**config.mk**
```make
export PLATFORM = sky130hd
export DESIGN_NAME = rv32i_lsu_flat
export DESIGN_NICKNAME = d
export VERILOG_FILES = /design/src/rtl/rv32i_lsu_if.sv /design/src/rtl/rv32i_lsu.sv /design/src/flat_wrapper.sv
export SDC_FILE = /design/constraint.sdc
export NUM_CORES = 1
export LEC_CHECK = 0
export ABC_AREA = 1
export CORE_MARGIN = 1
export CORE_UTILIZATION = 45
export DETAILED_ROUTE_END_ITERATION = 10
export HOLD_SLACK_MARGIN = 0.06
export PLACE_DENSITY = 0.78
export SYNTH_ARGS = -nofsm -noshare
export SYNTH_HDL_FRONTEND = slang
export SYNTH_SLANG_ARGS = --single-unit
export TNS_END_PERCENT = 30
```
**constraint.sdc**
```tcl
create_clock -name clk -period 2.15 [get_ports clk]
set_clock_uncertainty 0.2 [all_clocks]
set_input_delay 0.43 -clock clk [delete_from_list [all_inputs] [get_ports clk]]
set_output_delay 0.43 -clock clk [all_outputs]
set_load 0.02 [all_outputs]
```
**src/rtl/rv32i_lsu_if.sv**
```systemverilog
`default_nettype none
// ============================================================================
//  rv32i_lsu_if : word-banked data-memory bus between the LSU and the memory
//  Revision     : 1.0
// ============================================================================
interface rv32i_lsu_if #(
    parameter int AW = 32
) ();
    logic          mem_req;
    logic          mem_wr;
    logic [AW-1:0] mem_addr;
    logic [3:0]    mem_be;
    logic [31:0]   mem_wdata;
    logic          mem_ack;
    logic [31:0]   mem_rdata;

    modport master (
        output mem_req, mem_wr, mem_addr, mem_be, mem_wdata,
        input  mem_ack, mem_rdata
    );

    modport slave (
        input  mem_req, mem_wr, mem_addr, mem_be, mem_wdata,
        output mem_ack, mem_rdata
    );
endinterface
`default_nettype wire

```
**src/rtl/rv32i_lsu.sv**
```systemverilog
`default_nettype none
// ============================================================================
//  rv32i_lsu : load/store unit, turns byte/half/word requests into lane-enabled
//              word beats. Define LSU_MISALIGN_EN to split misaligned accesses.
//  Revision  : 1.0
// ============================================================================
module rv32i_lsu #(
    parameter int AW = 32
) (
    input  logic          clk,
    input  logic          rst_n,
    input  logic          req_valid,
    output logic          req_ready,
    input  logic          req_wr,
    input  logic [1:0]    req_sz,
    input  logic          req_uns,
    input  logic [AW-1:0] req_addr,
    input  logic [31:0]   req_wdata,
    output logic          resp_valid,
    output logic          resp_err,
    output logic [31:0]   resp_rdata,
    rv32i_lsu_if.master   mem
);

    typedef enum logic [1:0] {
        IDLE  = 2'd0,
        BEAT0 = 2'd1,
        BEAT1 = 2'd2,
        RESP  = 2'd3
    } state_t;

    state_t        r_state;
    state_t        w_state_nxt;

    logic          r_wr;
    logic [1:0]    r_sz;
    logic          r_uns;
    logic [AW-1:0] r_addr;
    logic [31:0]   r_wdata;
    logic          r_err;
    logic [63:0]   r_rbuf;

    logic          w_accept;
    logic          w_req_err;
    logic [7:0]    w_nmask;
    logic [7:0]    w_m8;
    logic          w_split;
    logic [63:0]   w_wsh;
    logic [AW-1:0] w_base;
    logic [AW-1:0] w_next;
    logic [31:0]   w_rsh;
    logic [31:0]   w_ext;

    function automatic logic [31:0] f_lanes(input logic [3:0] be);
        logic [31:0] m;
        m = '0;
        for (int i = 0; i < 4; i++) begin
            m[8*i +: 8] = {8{be[i]}};
        end
        return m;
    endfunction

    assign w_accept = req_valid && (r_state == IDLE);

`ifdef LSU_MISALIGN_EN
    assign w_req_err = (req_sz == 2'b11);
`else
    assign w_req_err = (req_sz == 2'b11)
                    || ((req_sz == 2'b01) && req_addr[0])
                    || ((req_sz == 2'b10) && (req_addr[1:0] != 2'b00));
`endif

    // Two-word lane window: bits [3:0] belong to the first beat, [7:4] to the next word.
    always_comb begin
        case (r_sz)
            2'b00:   w_nmask = 8'h01;
            2'b01:   w_nmask = 8'h03;
            default: w_nmask = 8'h0F;
        endcase
    end

    assign w_m8    = w_nmask << r_addr[1:0];
    assign w_split = |w_m8[7:4];
    assign w_wsh   = {32'd0, r_wdata & f_lanes(w_nmask[3:0])} << {r_addr[1:0], 3'b000};
    assign w_base  = {r_addr[AW-1:2], 2'b00};
    assign w_next  = w_base + AW'(4);
    assign w_rsh   = 32'(r_rbuf >> {r_addr[1:0], 3'b000});

    always_comb begin
        case (r_sz)
            2'b00:   w_ext = {{24{w_rsh[7]  & ~r_uns}}, w_rsh[7:0]};
            2'b01:   w_ext = {{16{w_rsh[15] & ~r_uns}}, w_rsh[15:0]};
            default: w_ext = w_rsh;
        endcase
    end

    always_ff @(posedge clk) begin
        if (!rst_n) begin
            r_state <= IDLE;
        end else begin
            r_state <= w_state_nxt;
        end
    end

    always_ff @(posedge clk) begin
        if (!rst_n) begin
            r_wr    <= 1'b0;
            r_sz    <= 2'b00;
            r_uns   <= 1'b0;
            r_addr  <= '0;
            r_wdata <= '0;
            r_err   <= 1'b0;
            r_rbuf  <= '0;
        end else begin
            if (w_accept) begin
                r_wr    <= req_wr;
                r_sz    <= req_sz;
                r_uns   <= req_uns;
                r_addr  <= req_addr;
                r_wdata <= req_wdata;
                r_err   <= w_req_err;
                r_rbuf  <= '0;
            end
            if ((r_state == BEAT0) && mem.mem_ack) begin
                r_rbuf[31:0] <= mem.mem_rdata & f_lanes(w_m8[3:0]);
            end
            if ((r_state == BEAT1) && mem.mem_ack) begin
                r_rbuf[63:32] <= mem.mem_rdata & f_lanes(w_m8[7:4]);
            end
        end
    end

    always_comb begin
        w_state_nxt   = r_state;
        req_ready     = 1'b0;
        resp_valid    = 1'b0;
        resp_err      = 1'b0;
        resp_rdata    = 32'd0;
        mem.mem_req   = 1'b0;
        mem.mem_wr    = 1'b0;
        mem.mem_addr  = '0;
        mem.mem_be    = 4'b0000;
        mem.mem_wdata = 32'd0;
        case (r_state)
            IDLE: begin
                req_ready = 1'b1;
                if (req_valid) begin
                    w_state_nxt = w_req_err ? RESP : BEAT0;
                end
            end
            BEAT0: begin
                mem.mem_req   = 1'b1;
                mem.mem_wr    = r_wr;
                mem.mem_addr  = w_base;
                mem.mem_be    = w_m8[3:0];
                mem.mem_wdata = w_wsh[31:0];
                if (mem.mem_ack) begin
                    w_state_nxt = w_split ? BEAT1 : RESP;
                end
            end
            BEAT1: begin
                mem.mem_req   = 1'b1;
                mem.mem_wr    = r_wr;
                mem.mem_addr  = w_next;
                mem.mem_be    = w_m8[7:4];
                mem.mem_wdata = w_wsh[63:32];
                if (mem.mem_ack) begin
                    w_state_nxt = RESP;
                end
            end
            RESP: begin
                resp_valid  = 1'b1;
                resp_err    = r_err;
                resp_rdata  = (r_err || r_wr) ? 32'd0 : w_ext;
                w_state_nxt = IDLE;
            end
            default: w_state_nxt = IDLE;
        endcase
    end

endmodule
`default_nettype wire

```
**src/flat_wrapper.sv**
```systemverilog
// flat-port wrapper written by rule: the top's interface ports become plain ports
module rv32i_lsu_flat 
#(
    parameter int AW = 32
)
  (clk, rst_n, req_valid, req_ready, req_wr, req_sz, req_uns, req_addr, req_wdata, resp_valid, resp_err, resp_rdata, mem_mem_req, mem_mem_wr, mem_mem_addr, mem_mem_be, mem_mem_wdata, mem_mem_ack, mem_mem_rdata);
  rv32i_lsu_if #(.AW(AW)) mem_i ();
  input  logic clk;
  input  logic rst_n;
  input  logic req_valid;
  output logic req_ready;
  input  logic req_wr;
  input  logic [1:0] req_sz;
  input  logic req_uns;
  input  logic [AW-1:0] req_addr;
  input  logic [31:0] req_wdata;
  output logic resp_valid;
  output logic resp_err;
  output logic [31:0] resp_rdata;
  output wire logic [$bits(mem_i.mem_req)-1:0] mem_mem_req;
  output wire logic [$bits(mem_i.mem_wr)-1:0] mem_mem_wr;
  output wire logic [$bits(mem_i.mem_addr)-1:0] mem_mem_addr;
  output wire logic [$bits(mem_i.mem_be)-1:0] mem_mem_be;
  output wire logic [$bits(mem_i.mem_wdata)-1:0] mem_mem_wdata;
  input wire logic [$bits(mem_i.mem_ack)-1:0] mem_mem_ack;
  input wire logic [$bits(mem_i.mem_rdata)-1:0] mem_mem_rdata;
  assign mem_mem_req = mem_i.mem_req;
  assign mem_mem_wr = mem_i.mem_wr;
  assign mem_mem_addr = mem_i.mem_addr;
  assign mem_mem_be = mem_i.mem_be;
  assign mem_mem_wdata = mem_i.mem_wdata;
  assign mem_i.mem_ack = mem_mem_ack;
  assign mem_i.mem_rdata = mem_mem_rdata;
  rv32i_lsu #(.AW(AW)) u_core (.clk(clk), .rst_n(rst_n), .req_valid(req_valid), .req_ready(req_ready), .req_wr(req_wr), .req_sz(req_sz), .req_uns(req_uns), .req_addr(req_addr), .req_wdata(req_wdata), .resp_valid(resp_valid), .resp_err(resp_err), .resp_rdata(resp_rdata), .mem(mem_i));
endmodule
```
==> results of run 1 <==
-- state kept, by name, indices dropped and copies added, names as in the netlist --
name / count
u_core.r_addr: 32
u_core.r_err: 1
u_core.r_rbuf: 56
u_core.r_state: 2
u_core.r_sz: 2
u_core.r_uns: 1
u_core.r_wdata: 32
u_core.r_wr: 1
-- power by group --
part           internal (W)  switching [W]
Combinational       0.00287        0.00393
Clock               0.00201        0.00123
Sequential          0.00283       0.000450
Total               0.00771        0.00561
-- area by class of cell --
class | instances | share of cell area
multi-input combinational | 1005 | 0.416
sequential | 127 | 0.198
tap | 220 | 0.0211
clock buffer | 19 | 0.0346
clock inverter | 13 | 0.0142
timing repair buffer | 397 | 0.291
inverter | 78 | 0.0250
-- placed cells by master, fill, tap and decap left out, types with 34 or more instances in the layout --
master / netlist / routed
nand2_1: 408 / 365
buf_4: 7 / 189
a21oi_1: 146 / 120
nor2_1: 159 / 112
dfxtp_1: 127 / 105
clkdlybuf4s50_1: 0 / 102
o21ai_0: 136 / 95
buf_6: 3 / 69
inv_1: 75 / 63
nand3_1: 56 / 41
nand2_2: 1 / 34
-- worst min-delay path by stage --
stage / to / slack (ps) / cells after the start
global placement: u_core.r_wdata[10] / 240 / 2
finish: u_core.r_addr[13] / 250 / 3
detailed placement: u_core.r_wdata[10] / 240 / 2
CTS: u_core.r_addr[13] / 250 / 3
global route: u_core.r_addr[20] / 270 / 3
floorplan: u_core.r_wdata[10] / 230 / 2
-- logic make-up after synthesis --
| group | Yosys count |
|---|---|
| flops | 127 |
| other cells | 1 |
| compound gates | 332 |
| buf+inv | 154 |
| fa+ha+maj | 5 |
| simple gates | 666 |
-- cell usage after synthesis (all sizes together) --
cell type | number | share of area
nand2 | 411 | 0.20
nor3 | 2 | 0.0019
ha | 5 | 0.0080
buf | 39 | 0.029
nand3 | 58 | 0.039
a22o | 6 | 0.0067
o211ai | 3 | 0.0029
o21ai | 143 | 0.093
a21oi | 146 | 0.094
clkbuf | 37 | 0.018
a32o | 9 | 0.012
a211oi | 1 | 0.00096
o22ai | 4 | 0.0032
o2bb2ai | 4 | 0.0045
nor2 | 173 | 0.090
a31oi | 11 | 0.0088
a22oi | 5 | 0.0048
inv | 78 | 0.038
nand4 | 22 | 0.018
dfxtp | 127 | 0.33
conb | 1 | 0.00048
-- routing by layer --
metal / track usage / share of wire / vias to the layer above
met3: 0.0780 / 0.095 / 157
met4: 0.136 / 0.044 / 0
met1: 0.478 / 0.39 / 5006
met2: 0.608 / 0.47 / 717
met5: 0 / 0 / -
li1: - / - / 4925
-- timing repair --
| action | CTS | global route |
|---|---|---|
| setup endpoints to repair | 103 | 102 |
| gates cloned | 2 | 2 |
| gates resized for setup | 712 | 166 |
| pin swaps | 29 | 46 |
| buffers inserted | 10 | 12 |
-- per-stage QoR --
| step | TNS, ps | util |
|---|---|---|
| after floorplan | -1670 | - |
| after global placement | -39370 | 0.675 |
| after detailed placement | -41340 | 0.675 |
| after CTS | -31750 | 0.744 |
| after global routing | -39250 | 0.780 |
| final | -33180 | 0.780 |
-- critical path: stages, from the launching register on --
cell and delay, ps:
dfxtp_4 370, inv_4 40, ha_4 350, clkinvlp_4 150, buf_8 170, a21oi_2 130, nand3_1 100, o21ai_2 80
buf_6 140
==> run metrics, run 1 <==
status complete, but fails checks; failing checks negative setup slack; register area 2580 µm²; die footprint 17900 µm²; main combinational cell family by area after synthesis simple AND/OR/NAND/NOR gates; n_diodes 0; worst setup path class reg2out; PwrDens 1020 nW/µm²; TritonCTS clock tree yes; vias per cell 5.81; total power 0.0133 W; syn avg cell area 6.07 µm²; required time of the critical path 1520 ps; WL per Instance 18.9 µm; fin nets 1735; Num CTS Buffers 17; gr usage total 0.371; Worst Hold Slack 254 ps; Rows 47; Filler cells 1213; share of cells above drive strength 1 0.334; Sink Count 127; multiplexer area fraction after synthesis 0; pin count of the biggest net entering global routing 58; final routed DRC violation total 0; PortBufs 206; Post-Layout Cell Count 1859; Mapped Cells 1285; cts hold-fix bufs 0; sequential-to-total area share from yosys stat 0.326; Initial Util 0.465; hold path start rst_n; Final min period 2610 ps; RSZ-0062 raised after global routing yes; Leak 5.24 nW; die width 134 µm; GP Congestion 0.954; Clock Path Buffers 2; critical path endpoint category primary output; Final Hold Viols 0; clock latency on the worst-skew pair 440 ps; Boundary Pins 209; cell area after layout 13100 µm²; placed cells 1802; vias in the first global route 9776; Netlist cell types 37; DRT Pass-1 Iters 6; final wirelength 35200 µm; die height 134 µm; Critical Path End mem_mem_wdata[19]; htree depth 4; R2R Setup Slk 100 ps; vias 10800; Startpoint Class flop; area share of fa/ha/maj cells after synthesis 0.00802; placed cell area 11300 µm²; global-route wire length before repair 51500 µm; final antenna-violating net count 0; VDD IR max 0.750 mV; DRT iter0 DRCs 1350; worst min path class in2reg; grt ovf 0; Critical Path AT 1980 ps; Setup WS post-layout -458 ps; Post-Syn Area 7800 µm²; reg2reg end u_core.r_rbuf[46]; Final Setup Violations 100; Post-Synth Simple-Gate Area 0.351; Synth Area in Compound Gates 0.230; number of antenna violations at the first check in global routing 0; Syn. warnings 0; Post-DP HPWL 23000 µm; CTS Root Cell clkbuf_16; peak fanout along the critical path 8; synth-to-layout area growth 67.7%; final period utilization 1.21; max_cap viols 0; Yosys reg bits 127; Clock Pin Slew Worst Setup and Hold Paths 60 ps; reg2reg start u_core.r_state[0]; worst slack, placed -621 ps; max-slew violation count 0; Crit. Startpoint u_core.r_state[0]; R2R cell count 10; Peak Freq 383 MHz; Multi-input gate area 5440 µm²; core region area 16800 µm²; Post-Synth XOR/XNOR Area 0
(Power assumes the default switching activity.)
==> inputs of run 2 (changes only) <==
--- a/config.mk
+++ b/config.mk
@@ -7,10 +7,10 @@
 export LEC_CHECK = 0
 export ABC_AREA = 1
 export CORE_MARGIN = 1
-export CORE_UTILIZATION = 45
+export CORE_UTILIZATION = 40
 export DETAILED_ROUTE_END_ITERATION = 10
 export HOLD_SLACK_MARGIN = 0.06
-export PLACE_DENSITY = 0.78
+export PLACE_DENSITY = 0.71
 export SYNTH_ARGS = -nofsm -noshare
 export SYNTH_HDL_FRONTEND = slang
 export SYNTH_SLANG_ARGS = --single-unit
==> run metrics, run 2 (synthesis gave the netlist of run 1 again) <==
Startpoint Class flop; pin count of the biggest net entering global routing 36 (-38%); number of antenna violations at the first check in global routing 1 (+1); max_cap viols 0 (unchanged); commonest non-fill, non-tap cells in the layout nand2_1, buf_4, a21oi_1; peak fanout along the critical path 6 (-2); required time of the critical path 1520 ps (about the same); die footprint 20100 µm² (+12%); final wirelength 35900 µm (+2.1%); CTS Root Cell clkbuf_16; RSZ-0062 raised after global routing yes; cts hold-fix bufs 0 (unchanged); vias per cell 5.65 (-2.8%); Clock Pin Slew Worst Setup and Hold Paths 60 ps (about the same); GP Congestion 0.946 (-0.80%); critical path endpoint category primary output; htree depth 4 (unchanged); DRT Pass-1 Iters 6 (unchanged); WL per Instance 18.6 µm (-1.8%); Final Setup Violations 104 (+4.0%); Filler cells 1420 (+17%); Final Hold Viols 0 (unchanged); Boundary Pins 209 (unchanged); fin nets 1767 (+1.8%); max FFs per register 56 (unchanged); VDD IR max 0.681 mV (-9.2%); Leak 5.53 nW (+5.4%); core region area 18900 µm² (+13%); Final min period 2740 ps (+132 ps); Regs by FF count u_core.r_rbuf (56), u_core.r_addr (32), u_core.r_wdata (32); synth-to-layout area growth 76.3%; failing checks negative setup slack; gr usage total 0.329 (-0.0417); TritonCTS clock tree yes; Clock Path Buffers 2 (unchanged); depth of the worst hold-timing path 2 (-1); Critical Path AT 2110 ps (+130 ps); Post-DP HPWL 23100 µm (about the same); grt ovf 0 (unchanged); PortBufs 206 (unchanged); final routed DRC violation total 0 (unchanged); vias 10900 (+1.0%); register area 2580 µm² (-0.29%); Multi-input gate area 5660 µm² (+3.9%); share of cells above drive strength 1 0.371 (+0.0367); global-route wire length before repair 51200 µm (-0.62%); clock latency on the worst-skew pair 430 ps (about the same); PwrDens 1000 nW/µm² (-1.3%); DRT iter0 DRCs 1316 (-2.5%); die width 142 µm (+6.0%); Setup WS post-layout -591 ps (-132 ps); Rows 50 (+6.4%); Num CTS Buffers 17 (unchanged); final antenna-violating net count 0 (unchanged); Top reg by flops u_core.r_rbuf; worst min path class reg2reg; worst slack, placed -573 ps (+47.5 ps); die height 142 µm (+6.0%); vias in the first global route 9903 (+1.3%); Peak Freq 365 MHz (-4.8%); R2R cell count 12 (+2); commonest non-fill, non-tap cell in the layout nand2_1; Sink Count 127 (unchanged); Setup TNS Final -40880 ps (-7700 ps); final period utilization 1.27 (+0.0615); crit-path cells inv_4 > ha_4 > buf_12 > clkinvlp_4 > a21oi_1 > nand3_1 > o21ai_2 > buf_4; Worst path slowest cell ha_4; max-slew violation count 0 (unchanged); total power 0.0138 W (+3.8%); Initial Util 0.413 (-0.0525); Slowest Stage Delay on Critical Path 380 ps (about the same); status complete, but fails checks; worst setup path class reg2out
-- run 2: cell count changes in the layout (fill, tap and decap cells not counted), moves of 5 or more --
cell / delta
nand2_2: +13
o21ai_0: -9
o21ai_1: -8
nand2_1: -19
o21ai_4: +5
a21oi_1: +5
nand3_1: -8
nand3_2: +6
buf_6: +32
o21ai_2: +12
-- run 2: path summary, 6_finish.rpt --
kind	start	slack, ps	endpoint
max	u_core.r_state[1]	-590	mem_mem_wdata[17]
min	u_core.r_wdata[9]	260	u_core.r_wdata[9]
max reg2reg	u_core.r_state[1]	-10	u_core.r_rbuf[11]
min reg2reg	u_core.r_wdata[9]	260	u_core.r_wdata[9]
-- run 2: metal layers --
| layer | track usage | vias to the layer above | wire (µm) |
|---|---|---|---|
| li1 | - | 4993 | - |
| met1 | 0.418 | 5026 | 13700 |
| met2 | 0.530 | 731 | 16800 |
| met3 | 0.0786 | 164 | 3700 |
| met4 | 0.144 | 0 | 1680 |
| met5 | 0 | - | 0 |
-- run 2: worst max-delay path, delay by kind of cell, from the launching register on --
family          cells  cell delay, ps
buf+inv             4             530
simple gates        1             130
fa+ha+maj           1             380
flops               1             370
compound gates      2             280
-- run 2: area by class of cell --
| class | count | share of cell area |
|---|---|---|
| antenna | 1 | 0.000182 |
| clock buffer | 19 | 0.0329 |
| clock inverter | 13 | 0.0110 |
| inverter | 78 | 0.0247 |
| multi-input combinational | 1005 | 0.411 |
| sequential | 127 | 0.187 |
| tap | 260 | 0.0237 |
| timing repair buffer | 428 | 0.308 |
| timing repair inverter | 1 | 0.000546 |
-- run 2: timing repair --
| action | CTS | global route |
|---|---|---|
| gates cloned | 6 | 2 |
| setup buffers | 18 | 31 |
| gates resized for setup | 701 | 277 |
| pin swaps | 25 | 59 |
| endpoints found under the setup margin | 103 | 141 |
-- run 2: power by group --
part	internal [W]	total (W)	leakage, nW	switching, W
clock	0.00179	0.00304	0.289	0.00125
combinational	0.00328	0.00752	4.19	0.00424
sequential	0.00282	0.00325	1.05	0.000430
total	0.00789	0.0138	5.53	0.00592
-- run 2: through the flow --
step / cell area [µm²] / util / hold WS (ps) / cells
after floorplan: 7920 / - / 230 / 1286
after global placement: 11300 / 0.601 / 247 / 1842
after detailed placement: 11300 / 0.601 / 248 / 1842
after CTS: 12700 / 0.671 / 258 / 1898
after global routing: 13700 / 0.727 / 273 / 1931
final: 13700 / 0.728 / 256 / 1932
==> inputs of run 3 (changes only) <==
--- a/config.mk
+++ b/config.mk
@@ -10,6 +10,7 @@
 export CORE_UTILIZATION = 40
 export DETAILED_ROUTE_END_ITERATION = 10
 export HOLD_SLACK_MARGIN = 0.06
+export MAX_ROUTING_LAYER = met4
 export PLACE_DENSITY = 0.71
 export SYNTH_ARGS = -nofsm -noshare
 export SYNTH_HDL_FRONTEND = slang
==> run metrics, run 3 (synthesis gave the netlist of run 1 again) <==
grt ovf 0 (unchanged); Leak 5.54 nW (+0.16%); Critical Path AT 2030 ps (-80 ps); die width 142 µm (unchanged); worst setup path class reg2out; placed cells 1840 (-0.11%); Setup TNS Final -36980 ps (+3900 ps); Post-Layout Cell Count 1926 (-0.31%); Combinational Power Share 0.546 (about the same); R2R cell count 10 (-2); reg2reg end u_core.r_rbuf[26]; Final min period 2660 ps (-78.2 ps); status complete, but fails checks; WHS Endpoint u_core.r_rbuf[0]; Sink Count 127 (unchanged); vias 10800 (-0.69%); WL per Instance 18.7 µm (+0.81%); failing checks negative setup slack; number of antenna violations at the first check in global routing 0 (-1); Clock Path Buffers 2 (unchanged); NetSw 0.00580 W (-2.1%); Flop pwr share 0.244 (+0.009); final period utilization 1.24 (-0.0364); die footprint 20100 µm² (unchanged); global-route wire length before repair 51600 µm (+0.88%); CTS Root Cell clkbuf_16; clock share of power 0.210 (-0.010); TritonCTS clock tree yes; gr usage total 0.342 (+0.0129); RSZ-0062 raised after global routing yes; final wirelength 36100 µm (+0.50%); Slew HR 0.620; depth of the worst hold-timing path 2 (unchanged); peak fanout along the critical path 6 (unchanged); pin count of the biggest net entering global routing 57 (+58%); core region area 18900 µm² (unchanged); Final Hold Viols 0 (unchanged); commonest non-fill, non-tap cells in the layout nand2_1, buf_4, a21oi_1; commonest non-fill, non-tap cell in the layout nand2_1; Regs by FF count u_core.r_rbuf (56), u_core.r_addr (32), u_core.r_wdata (32); Top reg by flops u_core.r_rbuf; max-slew violation count 0 (unchanged); Num CTS Buffers 17 (unchanged); Worst Max-Slew Pin Slew 571 ps; share of cells above drive strength 1 0.363 (-0.00849); PwrDens 989 nW/µm² (-1.6%); R2R Setup Slk 70 ps (+80 ps); n_diodes 0 (-1); Boundary Pins 209 (unchanged); Filler cells 1485 (+4.6%); Initial Util 0.413 (unchanged); max_cap viols 0 (unchanged); worst min path class reg2reg; synth-to-layout area growth 74.7%; max FFs per register 56 (unchanged); fin nets 1762 (-0.28%); final antenna-violating net count 0 (unchanged); reg2reg start u_core.r_state[0]; Post-DP HPWL 23700 µm (+2.9%); Clock Pin Slew Worst Setup and Hold Paths 70 ps (about the same); die height 142 µm (unchanged); htree depth 4 (unchanged); final routed DRC violation total 0 (unchanged); VDD IR max 0.699 mV (+2.7%); switching share of power 0.431 (+0.00206); Peak Freq 376 MHz (+2.9%); vias in the first global route 9612 (-2.9%); Final Setup Violations 100 (-3.8%); Startpoint Class flop; vias per cell 5.63 (-0.38%); Cell Int Power 0.00767 W (-2.9%); GP Congestion 0.972 (+2.8%); DRT Pass-1 Iters 6 (unchanged); Setup WS post-layout -512 ps (+78.2 ps); critical path endpoint category primary output; PortBufs 206 (unchanged); hold path start u_core.r_rbuf[0]; required time of the critical path 1520 ps (about the same); clock latency on the worst-skew pair 430 ps (about the same); DRT iter0 DRCs 1385 (+5.2%); Rows 50 (unchanged)
-- run 3: cell count changes in the layout (fill, tap and decap cells not counted), sizes merged --
| cell | change |
|---|---|
| clkinv | +1 |
| bufinv | -1 |
| diode | -1 |
| inv | +1 |
| clkinvlp | -1 |
| bufbuf | -1 |
| clkdlybuf4s15 | +2 |
| buf | -6 |
-- run 3: power groups by stage --
stage / sequential, W / clock, W / combinational, W
finish: 0.00329 / 0.00282 / 0.00735
global route: 0.00332 / 0.00294 / 0.00775
CTS: 0.00319 / 0.00284 / 0.00625
detailed placement: 0.00319 / 0 / 0.00538
global placement: 0.00319 / 0 / 0.00534
floorplan: 0.00312 / 0 / 0.00298
-- run 3: layout make-up --
| type | count | area [µm²] | share of cell area |
|---|---|---|---|
| well taps | 260 | 325 | 0.0239 |
| repair buffers | 424 | 4190 | 0.308 |
| clock buffers | 18 | 429 | 0.0315 |
| clock inverters | 14 | 133 | 0.00974 |
| multi-input cells | 1005 | 5620 | 0.413 |
| inverters | 78 | 328 | 0.0241 |
| flip-flops and latches | 127 | 2590 | 0.190 |
-- run 3: worst max path at each step --
stage | startpoint | depth (start not counted) | slack (ps) | to
4_1_cts | u_core.r_state[1] | 9 | -490 | mem_mem_wdata[25]
5_1_grt | u_core.r_state[1] | 9 | -590 | mem_mem_wdata[19]
2_1_floorplan | u_core.r_state[1] | 7 | -70 | mem_mem_wdata[11]
3_5_place_dp | u_core.r_state[0] | 8 | -580 | mem_mem_wdata[10]
3_3_place_gp | u_core.r_state[0] | 8 | -600 | mem_mem_wdata[10]
6_report | u_core.r_state[0] | 10 | -510 | mem_mem_addr[31]
-- run 3: what timing repair did --
action	in CTS	in global routing
endpoints found under the setup margin	103	120
resized for setup	666	289
setup buffers	26	23
pin swaps	33	45
hold buffers	0	0
cloned	4	4
-- run 3: worst max-delay path, cell delays in order, from the launching register on --
cell and delay [ps]:
dfxtp_4 370, buf_4 140, ha_4 190, nand2_4 90
clkinvlp_4 130, buf_12 160, buf_12 130, buf_16 150
nand2_4 70, nand2_4 50, buf_6 130
-- run 3: per-layer routing --
layer	up-vias	GRT usage	part of all wire
met5	-	-	0
met2	710	0.549	0.47
met4	0	0.114	0.046
met3	160	0.0557	0.097
met1	4989	0.437	0.39
li1	4980	-	-
-- run 3: per-stage QoR --
step | power (W) | util | area, µm² | worst slack (ps) | hold slack [ps]
final | 0.0135 | 0.721 | 13600 | -512 | 269
after global placement | 0.00853 | 0.599 | 11300 | -595 | 247
after detailed placement | 0.00857 | 0.599 | 11300 | -583 | 257
after floorplan | 0.00610 | - | 7920 | -75.0 | 230
after CTS | 0.0123 | 0.666 | 12600 | -485 | 266
after global routing | 0.0140 | 0.721 | 13600 | -588 | 286
